File: config.mk
export PLATFORM = sky130hd
export DESIGN_NAME = reg_space_rw_array
export DESIGN_NICKNAME = d
export VERILOG_FILES = /design/src/rtl/reg_space_pkg.sv /design/src/rtl/reg_space_rw_entry.sv /design/src/rtl/reg_space_rw_array.sv
export SDC_FILE = /design/constraint.sdc
export NUM_CORES = 1
export LEC_CHECK = 0
export ABC_AREA = 1
export CORE_MARGIN = 2
export CORE_UTILIZATION = 33
export CTS_CLUSTER_DIAMETER = 60
export CTS_CLUSTER_SIZE = 28
export DETAILED_ROUTE_END_ITERATION = 10
export PLACE_DENSITY = 0.81
export SYNTH_ARGS = -nofsm -noshare
export SYNTH_HDL_FRONTEND = slang
export SYNTH_SLANG_ARGS = --single-unit
File: constraint.sdc
create_clock -name clk -period 1.15 [get_ports clk]
set_input_delay 0.115 -clock clk [delete_from_list [all_inputs] [get_ports clk]]
set_output_delay 0.115 -clock clk [all_outputs]
set_load 0.02 [all_outputs]
File: src/rtl/reg_space_pkg.sv
// Shared field layout constants and the address decoder for the register array.
package reg_space_pkg;

   localparam int F1_LSB = 0;
   localparam int F2_LSB = 2;
   localparam int F2_W   = 2;
   localparam int F3_LSB = 4;
   localparam int F3_W   = 3;
   localparam int F4_LSB = 8;
   localparam int F4_W   = 4;

   typedef struct packed {
      logic       hit;
      logic [5:0] idx;
   } dec_t;

   // Mapped only on an exact stride boundary and below the register count.
   function automatic dec_t decode(input logic [31:0] addr,
                                   input int          stride_log2,
                                   input int          reg_num);
      dec_t        d;
      logic [31:0] q;
      logic [31:0] mask;
      q     = addr >> stride_log2;
      mask  = (32'd1 << stride_log2) - 32'd1;
      d.hit = ((addr & mask) == 32'd0) && (q < 32'(reg_num));
      d.idx = q[5:0];
      return d;
   endfunction

endpackage

File: src/rtl/reg_space_rw_entry.sv
// One register: fields 2-4 with hardware-over-software update priority and packed read-back.
module reg_space_rw_entry
   import reg_space_pkg::*;
#(
   parameter int DATA_W = 32
) (
   input  logic              clk,
   input  logic              rst,
   input  logic              sw_we_i,
   input  logic [DATA_W-1:0] sw_wdata_i,
   input  logic              f2_wvld_i,
   input  logic [F2_W-1:0]   f2_wdat_i,
   input  logic              f3_wvld_i,
   input  logic [F3_W-1:0]   f3_wdat_i,
   input  logic              f4_wvld_i,
   input  logic [F4_W-1:0]   f4_wdat_i,
   output logic [F2_W-1:0]   f2_rdat_o,
   output logic [F3_W-1:0]   f3_rdat_o,
   output logic [F4_W-1:0]   f4_rdat_o,
   output logic [DATA_W-1:0] rword_o
);

   logic [F2_W-1:0] f2_q, f2_d;
   logic [F3_W-1:0] f3_q, f3_d;
   logic [F4_W-1:0] f4_q, f4_d;

   // Each field resolves its own priority, so a HW write to one field leaves the others to SW.
   always_comb begin
      f2_d = f2_q;
      f3_d = f3_q;
      f4_d = f4_q;
      if (f2_wvld_i)    f2_d = f2_wdat_i;
      else if (sw_we_i) f2_d = sw_wdata_i[F2_LSB +: F2_W];
      if (f3_wvld_i)    f3_d = f3_wdat_i;
      else if (sw_we_i) f3_d = sw_wdata_i[F3_LSB +: F3_W];
      if (f4_wvld_i)    f4_d = f4_wdat_i;
      else if (sw_we_i) f4_d = sw_wdata_i[F4_LSB +: F4_W];
   end

   always_ff @(posedge clk) begin
      if (rst) begin
         f2_q <= '0;
         f3_q <= '0;
         f4_q <= '0;
      end else begin
         f2_q <= f2_d;
         f3_q <= f3_d;
         f4_q <= f4_d;
      end
   end

   always_comb begin
      rword_o                  = '0;
      rword_o[F2_LSB +: F2_W]  = f2_q;
      rword_o[F3_LSB +: F3_W]  = f3_q;
      rword_o[F4_LSB +: F4_W]  = f4_q;
   end

   assign f2_rdat_o = f2_q;
   assign f3_rdat_o = f3_q;
   assign f4_rdat_o = f4_q;

endmodule

File: src/rtl/reg_space_rw_array.sv
// Register array top: address decode, field1 write pulses, one-slot read response buffer, wreq_err.
module reg_space_rw_array
   import reg_space_pkg::*;
#(
   parameter int ADDR_W     = 16,
   parameter int DATA_W     = 32,
   parameter int REG_NUM    = 2,
   parameter int REG_STRIDE = 32
) (
   input  logic                    clk,
   input  logic                    rst,
   input  logic [ADDR_W-1:0]       rreq_addr_i,
   input  logic                    rreq_vld_i,
   output logic                    rreq_rdy_o,
   output logic [DATA_W-1:0]       rack_data_o,
   output logic                    rack_err_o,
   output logic                    rack_vld_o,
   input  logic                    rack_rdy_i,
   input  logic [ADDR_W-1:0]       wreq_addr_i,
   input  logic [DATA_W-1:0]       wreq_data_i,
   input  logic                    wreq_vld_i,
   output logic                    wreq_rdy_o,
   output logic                    wreq_err_o,
   output logic [REG_NUM-1:0]      sw_field1_wdat_o,
   output logic [REG_NUM-1:0]      sw_field1_wvld_o,
   input  logic [REG_NUM-1:0]      sw_field1_wrdy_i,
   input  logic [2*REG_NUM-1:0]    field2_wdat_i,
   input  logic [3*REG_NUM-1:0]    field3_wdat_i,
   input  logic [4*REG_NUM-1:0]    field4_wdat_i,
   input  logic [REG_NUM-1:0]      field2_wvld_i,
   input  logic [REG_NUM-1:0]      field3_wvld_i,
   input  logic [REG_NUM-1:0]      field4_wvld_i,
   output logic [2*REG_NUM-1:0]    field2_rdat_o,
   output logic [3*REG_NUM-1:0]    field3_rdat_o,
   output logic [4*REG_NUM-1:0]    field4_rdat_o
);

   localparam int STRIDE_LOG2 = $clog2(REG_STRIDE);

   dec_t              wr_dec, rd_dec;
   logic [DATA_W-1:0] rword [REG_NUM];
   logic [DATA_W-1:0] rd_word;
   logic              wr_acc, rd_acc;

   logic              rack_vld_q, rack_vld_d;
   logic [DATA_W-1:0] rack_data_q, rack_data_d;
   logic              rack_err_q, rack_err_d;
   logic              wreq_err_q, wreq_err_d;

   assign wr_dec = decode(32'(wreq_addr_i), STRIDE_LOG2, REG_NUM);
   assign rd_dec = decode(32'(rreq_addr_i), STRIDE_LOG2, REG_NUM);

   // Handshake: a transfer occurs on vld && rdy; rdy never depends on vld on either channel.
   always_comb begin
      wreq_rdy_o       = 1'b1;
      sw_field1_wvld_o = '0;
      sw_field1_wdat_o = '0;
      for (int i = 0; i < REG_NUM; i++) begin
         if (wr_dec.hit && wr_dec.idx == 6'(i)) begin
            wreq_rdy_o          = sw_field1_wrdy_i[i];
            sw_field1_wvld_o[i] = wreq_vld_i && sw_field1_wrdy_i[i];
            sw_field1_wdat_o[i] = wreq_data_i[F1_LSB];
         end
      end
   end

   assign wr_acc     = wreq_vld_i && wreq_rdy_o;
   assign rreq_rdy_o = !rack_vld_q || rack_rdy_i;
   assign rd_acc     = rreq_vld_i && rreq_rdy_o;

   for (genvar g = 0; g < REG_NUM; g++) begin : g_reg
      reg_space_rw_entry #(.DATA_W(DATA_W)) u_entry (
         .clk        (clk),
         .rst        (rst),
         .sw_we_i    (sw_field1_wvld_o[g]),
         .sw_wdata_i (wreq_data_i),
         .f2_wvld_i  (field2_wvld_i[g]),
         .f2_wdat_i  (field2_wdat_i[g*F2_W +: F2_W]),
         .f3_wvld_i  (field3_wvld_i[g]),
         .f3_wdat_i  (field3_wdat_i[g*F3_W +: F3_W]),
         .f4_wvld_i  (field4_wvld_i[g]),
         .f4_wdat_i  (field4_wdat_i[g*F4_W +: F4_W]),
         .f2_rdat_o  (field2_rdat_o[g*F2_W +: F2_W]),
         .f3_rdat_o  (field3_rdat_o[g*F3_W +: F3_W]),
         .f4_rdat_o  (field4_rdat_o[g*F4_W +: F4_W]),
         .rword_o    (rword[g])
      );
   end

   // The sampled word is the pre-edge value, so a same-cycle write is not visible.
   always_comb begin
      rd_word = '0;
      for (int i = 0; i < REG_NUM; i++) begin
         if (rd_dec.hit && rd_dec.idx == 6'(i)) rd_word = rword[i];
      end
   end

   always_comb begin
      rack_vld_d  = rack_vld_q;
      rack_data_d = rack_data_q;
      rack_err_d  = rack_err_q;
      if (rd_acc) begin
         rack_vld_d  = 1'b1;
         rack_data_d = rd_word;
         rack_err_d  = !rd_dec.hit;
      end else if (rack_rdy_i) begin
         rack_vld_d  = 1'b0;
      end
      wreq_err_d = wr_acc && !wr_dec.hit;
   end

   always_ff @(posedge clk) begin
      if (rst) begin
         rack_vld_q  <= 1'b0;
         rack_data_q <= '0;
         rack_err_q  <= 1'b0;
         wreq_err_q  <= 1'b0;
      end else begin
         rack_vld_q  <= rack_vld_d;
         rack_data_q <= rack_data_d;
         rack_err_q  <= rack_err_d;
         wreq_err_q  <= wreq_err_d;
      end
   end

   assign rack_vld_o  = rack_vld_q;
   assign rack_data_o = rack_data_q;
   assign rack_err_o  = rack_err_q;
   assign wreq_err_o  = wreq_err_q;

endmodule

==> flow_summary.html, run 1 <==
<table>
<tr><th>Metric</th><th>Value</th></tr>
<tr><th colspan="2">Final layout</th></tr>
<tr><td>Growth of design area from synthesis to finish</td><td>89.2%</td></tr>
<tr><td>Antenna fix cells</td><td>0</td></tr>
<tr><td>Fill count</td><td>486</td></tr>
<tr><td>Non-filler cells in the finished layout</td><td>522</td></tr>
<tr><td>Final Net Count</td><td>544</td></tr>
<tr><td>Cell area after layout</td><td>3640 um^2</td></tr>
<tr><td>Share of layout cells above drive strength 1</td><td>24.7%</td></tr>
<tr><td>Most common cell after layout, fill and taps aside</td><td>sky130_fd_sc_hd__nand2_1</td></tr>
<tr><td>Commonest cells after routing, fill and taps aside</td><td>58 x sky130_fd_sc_hd__nand2_1, 39 x sky130_fd_sc_hd__clkdlybuf4s50_1, 33 x sky130_fd_sc_hd__inv_1, 31 x sky130_fd_sc_hd__dlygate4sd2_1</td></tr>
<tr><th colspan="2">Detailed routing</th></tr>
<tr><td>Violation count after the first detailed-routing iteration</td><td>189</td></tr>
<tr><td>Via count</td><td>2436</td></tr>
<tr><td>Count of TritonRoute iterations in the first routing pass</td><td>4</td></tr>
<tr><td>Post-DR vias/cell</td><td>4.67</td></tr>
<tr><td>Average detailed-routed wire length per instance</td><td>12.6 um</td></tr>
<tr><td>Number of antenna-violating nets in the routed design</td><td>0</td></tr>
<tr><td>Final wirelength</td><td>6.60 mm</td></tr>
<tr><td>DRC errors left</td><td>0</td></tr>
<tr><th colspan="2">Min path</th></tr>
<tr><td>Hold depth</td><td>4</td></tr>
<tr><td>Min-Delay Startpoint</td><td>wreq_vld_i</td></tr>
<tr><td>Hold-critical path endpoint</td><td>wreq_err_o$_SDFF_PP0_</td></tr>
<tr><td>Hold/Removal Path Class</td><td>input port to register</td></tr>
<tr><th colspan="2">Synthesis</th></tr>
<tr><td>Gate count after technology mapping</td><td>304</td></tr>
<tr><td>Fraction of the yosys area taken by sequential cells</td><td>31.3%</td></tr>
<tr><td>Unique cell type count in the Yosys netlist</td><td>22</td></tr>
<tr><td>Cell area after technology mapping</td><td>1920 um^2</td></tr>
<tr><td>Per-instance average area after synthesis</td><td>6.32 um^2</td></tr>
<tr><td>Flops &amp; latches, synth</td><td>30</td></tr>
<tr><td>Total of warnings raised by yosys</td><td>0</td></tr>
<tr><th colspan="2">Die</th></tr>
<tr><td>Vert. Die Dim</td><td>80.3 um</td></tr>
<tr><td>Starting Density</td><td>34.5%</td></tr>
<tr><td>Die area</td><td>6450 um^2</td></tr>
<tr><td>Core region area</td><td>5570 um^2</td></tr>
<tr><td>Number of standard-cell rows in the floorplan</td><td>27</td></tr>
<tr><td>Chip width</td><td>80.3 um</td></tr>
<tr><td>Num ports</td><td>154</td></tr>
<tr><th colspan="2">STA</th></tr>
<tr><td>Achievable Freq</td><td>779 MHz</td></tr>
<tr><td>Setup repair after global routing missed its margin</td><td>yes</td></tr>
<tr><td>Hold violation total from the final report</td><td>0</td></tr>
<tr><td>Post-route fraction of the period consumed by the critical path</td><td>112%</td></tr>
<tr><td>Final min period</td><td>1280 ps</td></tr>
<tr><td>Fin Clk Skew</td><td>6.42 ps</td></tr>
<tr><td>Final Max Slew Viols</td><td>0</td></tr>
<tr><td>Final setup violation count</td><td>4</td></tr>
<tr><td>Final worst slack</td><td>-133 ps</td></tr>
<tr><th colspan="2">Power and ir drop</th></tr>
<tr><td>Final Power</td><td>0.00290 W</td></tr>
<tr><td>Power density relative to cell area</td><td>797 nW/um^2</td></tr>
<tr><td>Max IR drop VDD</td><td>0.000598 V</td></tr>
<tr><td>LEAKAGE</td><td>1.94 nW</td></tr>
<tr><th colspan="2">Placed design</th></tr>
<tr><td>Total cell area at the placement stage</td><td>3210 um^2</td></tr>
<tr><td>Number of I/O port buffers</td><td>108</td></tr>
<tr><td>Placer's final routability congestion estimate</td><td>0.832</td></tr>
<tr><td>HPWL after detailed placement</td><td>4.74 mm</td></tr>
<tr><td>Post-Place Cells</td><td>500</td></tr>
<tr><th colspan="2">Global routing</th></tr>
<tr><td>Overflow after GRT</td><td>0</td></tr>
<tr><td>Number of antenna violations at the first check in global routing</td><td>0</td></tr>
<tr><td>Via count of the first global-routing pass</td><td>2248</td></tr>
<tr><td>Global-route wire length before repair</td><td>9.34 mm</td></tr>
<tr><td>Maximum number of pins on one net before global-route repair</td><td>19</td></tr>
<tr><td>Combined global-route utilization of all metal layers</td><td>18.4%</td></tr>
<tr><th colspan="2">Clock tree</th></tr>
<tr><td>H-Tree Level Count</td><td>2</td></tr>
<tr><td>Worst-Skew Late Latency</td><td>290 ps</td></tr>
<tr><td>Clock tree buffer depth</td><td>2</td></tr>
<tr><td>Clock tree sinks</td><td>30</td></tr>
<tr><td>Post-cts hold buffer count</td><td>0</td></tr>
<tr><td>Clock tree from TritonCTS</td><td>yes</td></tr>
<tr><td>Clock buffers created by TritonCTS</td><td>5</td></tr>
<tr><td>Clock tree root buffer cell</td><td>sky130_fd_sc_hd__clkbuf_8</td></tr>
<tr><td>Clock-pin transition on the worst setup and hold timing paths</td><td>60 ps</td></tr>
<tr><th colspan="2">Setup path</th></tr>
<tr><td>R2R Path End</td><td>rack_data_o[10]$_SDFFE_PP0P_</td></tr>
<tr><td>Critical Setup Path Class</td><td>input port to primary output</td></tr>
<tr><td>Reg-to-reg critical path startpoint</td><td>rack_vld_o$_SDFFE_PP0P_</td></tr>
<tr><td>Critical path, cell by cell</td><td>buf_2 &gt; nor2_4 &gt; nand2_2 &gt; nor2_4 &gt; and2_4 &gt; nand2_2 &gt; o21ai_1 &gt; o21ai_1 &gt; buf_4</td></tr>
<tr><td>Critical path's largest stage delay</td><td>180 ps</td></tr>
<tr><td>Category of the worst setup path launch point</td><td>input port</td></tr>
<tr><td>Element type at the critical path end</td><td>primary output</td></tr>
<tr><td>Required time reported for the critical path endpoint</td><td>1030 ps</td></tr>
<tr><td>Maximum fanout along the worst path</td><td>3</td></tr>
<tr><td>CP Data Arrival Time</td><td>1170 ps</td></tr>
<tr><td>Worst reg2reg setup slack</td><td>100 ps</td></tr>
<tr><td>R2R depth</td><td>8</td></tr>
<tr><td>Highest-delay cell along the critical path</td><td>sky130_fd_sc_hd__and2_4</td></tr>
<tr><th colspan="2">Run</th></tr>
<tr><td>Max Cap Violations</td><td>0</td></tr>
<tr><th colspan="2">Status</th></tr>
<tr><td>Violations in the final reports</td><td>negative setup slack</td></tr>
<tr><td>Run status</td><td>finished, violations left</td></tr>
</table>
worst max-delay path: cells and delay by family:
kind,cells,cell delay (ps)
buffers and inverters,2,280
AND/OR/NAND/NOR,5,530
AO/OA/AOI/OAI,2,230
cell families after synthesis:
group           synth area share, %
buf+inv                        20.1
other cells                   0.195
compound gates                 10.5
flops                          31.3
simple gates                   37.9
power breakdown:
group | internal [W] | leakage (nW) | switching (W) | total [W]
clock | 0.000482 | 0.0482 | 0.000398 | 0.000880
sequential | 0.00110 | 0.248 | 0.0000365 | 0.00114
combinational | 0.000424 | 1.65 | 0.000453 | 0.000877
layer usage:
layer  wire [um]  share of wire (%)  global-route usage (%)
met1        2520                 38                    20.3
met2        3480                 53                    32.8
met3         461                7.0                    4.94
met4         138                2.1                    8.14
met5           0                  0                       0
what timing repair did:
| item | CTS | global route |
|---|---|---|
| buffers inserted | 2 | 8 |
| setup endpoints to repair | 54 | 36 |
| pin swaps | 18 | 33 |
| gates resized for setup | 118 | 67 |
| gates cloned | 0 | 4 |
cell type report:
cell class                 instances  area (um^2)  share of cell area (%)
multi-input combinational        224         1170                    32.2
timing repair buffer             152         1540                    42.4
clock buffer                       7         86.3                    2.37
inverter                          36          139                    3.82
sequential                        30          602                    16.6
clock inverter                     1         5.00                   0.138
tap                               72         90.1                    2.48
metrics by stage:
step / TNS [ps] / utilization [%] / setup slack [ps] / hold slack, ps
finish: -246 / 65.2 / -133 / 399
global route: -1070 / 65.2 / -157 / 409
CTS: -93.8 / 58.0 / -55.9 / 350
detailed placement: -15390 / 57.6 / -891 / 502
global placement: -14000 / 57.6 / -818 / 490
floorplan: 0 / - / 5.87 / 259
registers in the layout (all words and copies together), names as in the netlist:
register and flops:
rack_data_o 9, rack_vld_o 1, g.u_entry.f4_rdat_o 8, g.u_entry.f2_rdat_o 4
rack_err_o 1, g.u_entry.f3_rdat_o 6, wreq_err_o 1
Yosys cell counts:
library cell	instances	area (um^2)
sky130_fd_sc_hd__a21oi_2	2	17.5
sky130_fd_sc_hd__dfxtp_1	30	601
sky130_fd_sc_hd__nor2_4	2	22.5
sky130_fd_sc_hd__nand4_1	18	113
sky130_fd_sc_hd__nand4_2	1	12.5
sky130_fd_sc_hd__nor2_1	38	143
sky130_fd_sc_hd__o21ai_0	20	100
sky130_fd_sc_hd__clkbuf_1	4	15.0
sky130_fd_sc_hd__clkinv_1	1	3.75
sky130_fd_sc_hd__conb_1	1	3.75
sky130_fd_sc_hd__nand2_1	70	263
sky130_fd_sc_hd__and2_1	1	6.26
sky130_fd_sc_hd__inv_2	1	3.75
sky130_fd_sc_hd__nor2_2	2	12.5
sky130_fd_sc_hd__buf_2	3	15.0
sky130_fd_sc_hd__buf_4	28	210
sky130_fd_sc_hd__nand3_1	26	130
sky130_fd_sc_hd__inv_1	34	128
sky130_fd_sc_hd__a21oi_1	17	85.1
sky130_fd_sc_hd__nor3_1	3	15.0
sky130_fd_sc_hd__nand2_4	1	11.3
sky130_fd_sc_hd__buf_6	1	11.3
worst max path at each step:
stage,to,depth (start not counted),slack (ps),start
after floorplan,rack_data_o[2]$_SDFFE_PP0P_,7,6,rack_vld_o$_SDFFE_PP0P_
after global placement,sw_field1_wvld_o[1],8,-820,wreq_addr_i[3]
after detailed placement,sw_field1_wvld_o[1],8,-890,wreq_addr_i[13]
after CTS,wreq_rdy_o,9,-60,wreq_addr_i[9]
after global routing,wreq_rdy_o,9,-160,wreq_addr_i[10]
final,wreq_rdy_o,9,-130,wreq_addr_i[10]
Note: power is estimated with default switching activity, not from simulation.
==> run 2: changes to the inputs <==
Settings changed: SLEW_MARGIN from default to 40.
==> results of run 2 <==
Final layout, timing and power as in run 1 (identical DEF).
==> run 3: changes to the inputs <==
Settings changed: CTS_CLUSTER_SIZE 28 to default.
==> results of run 3 <==
Final layout, timing and power as in run 1 (identical DEF).
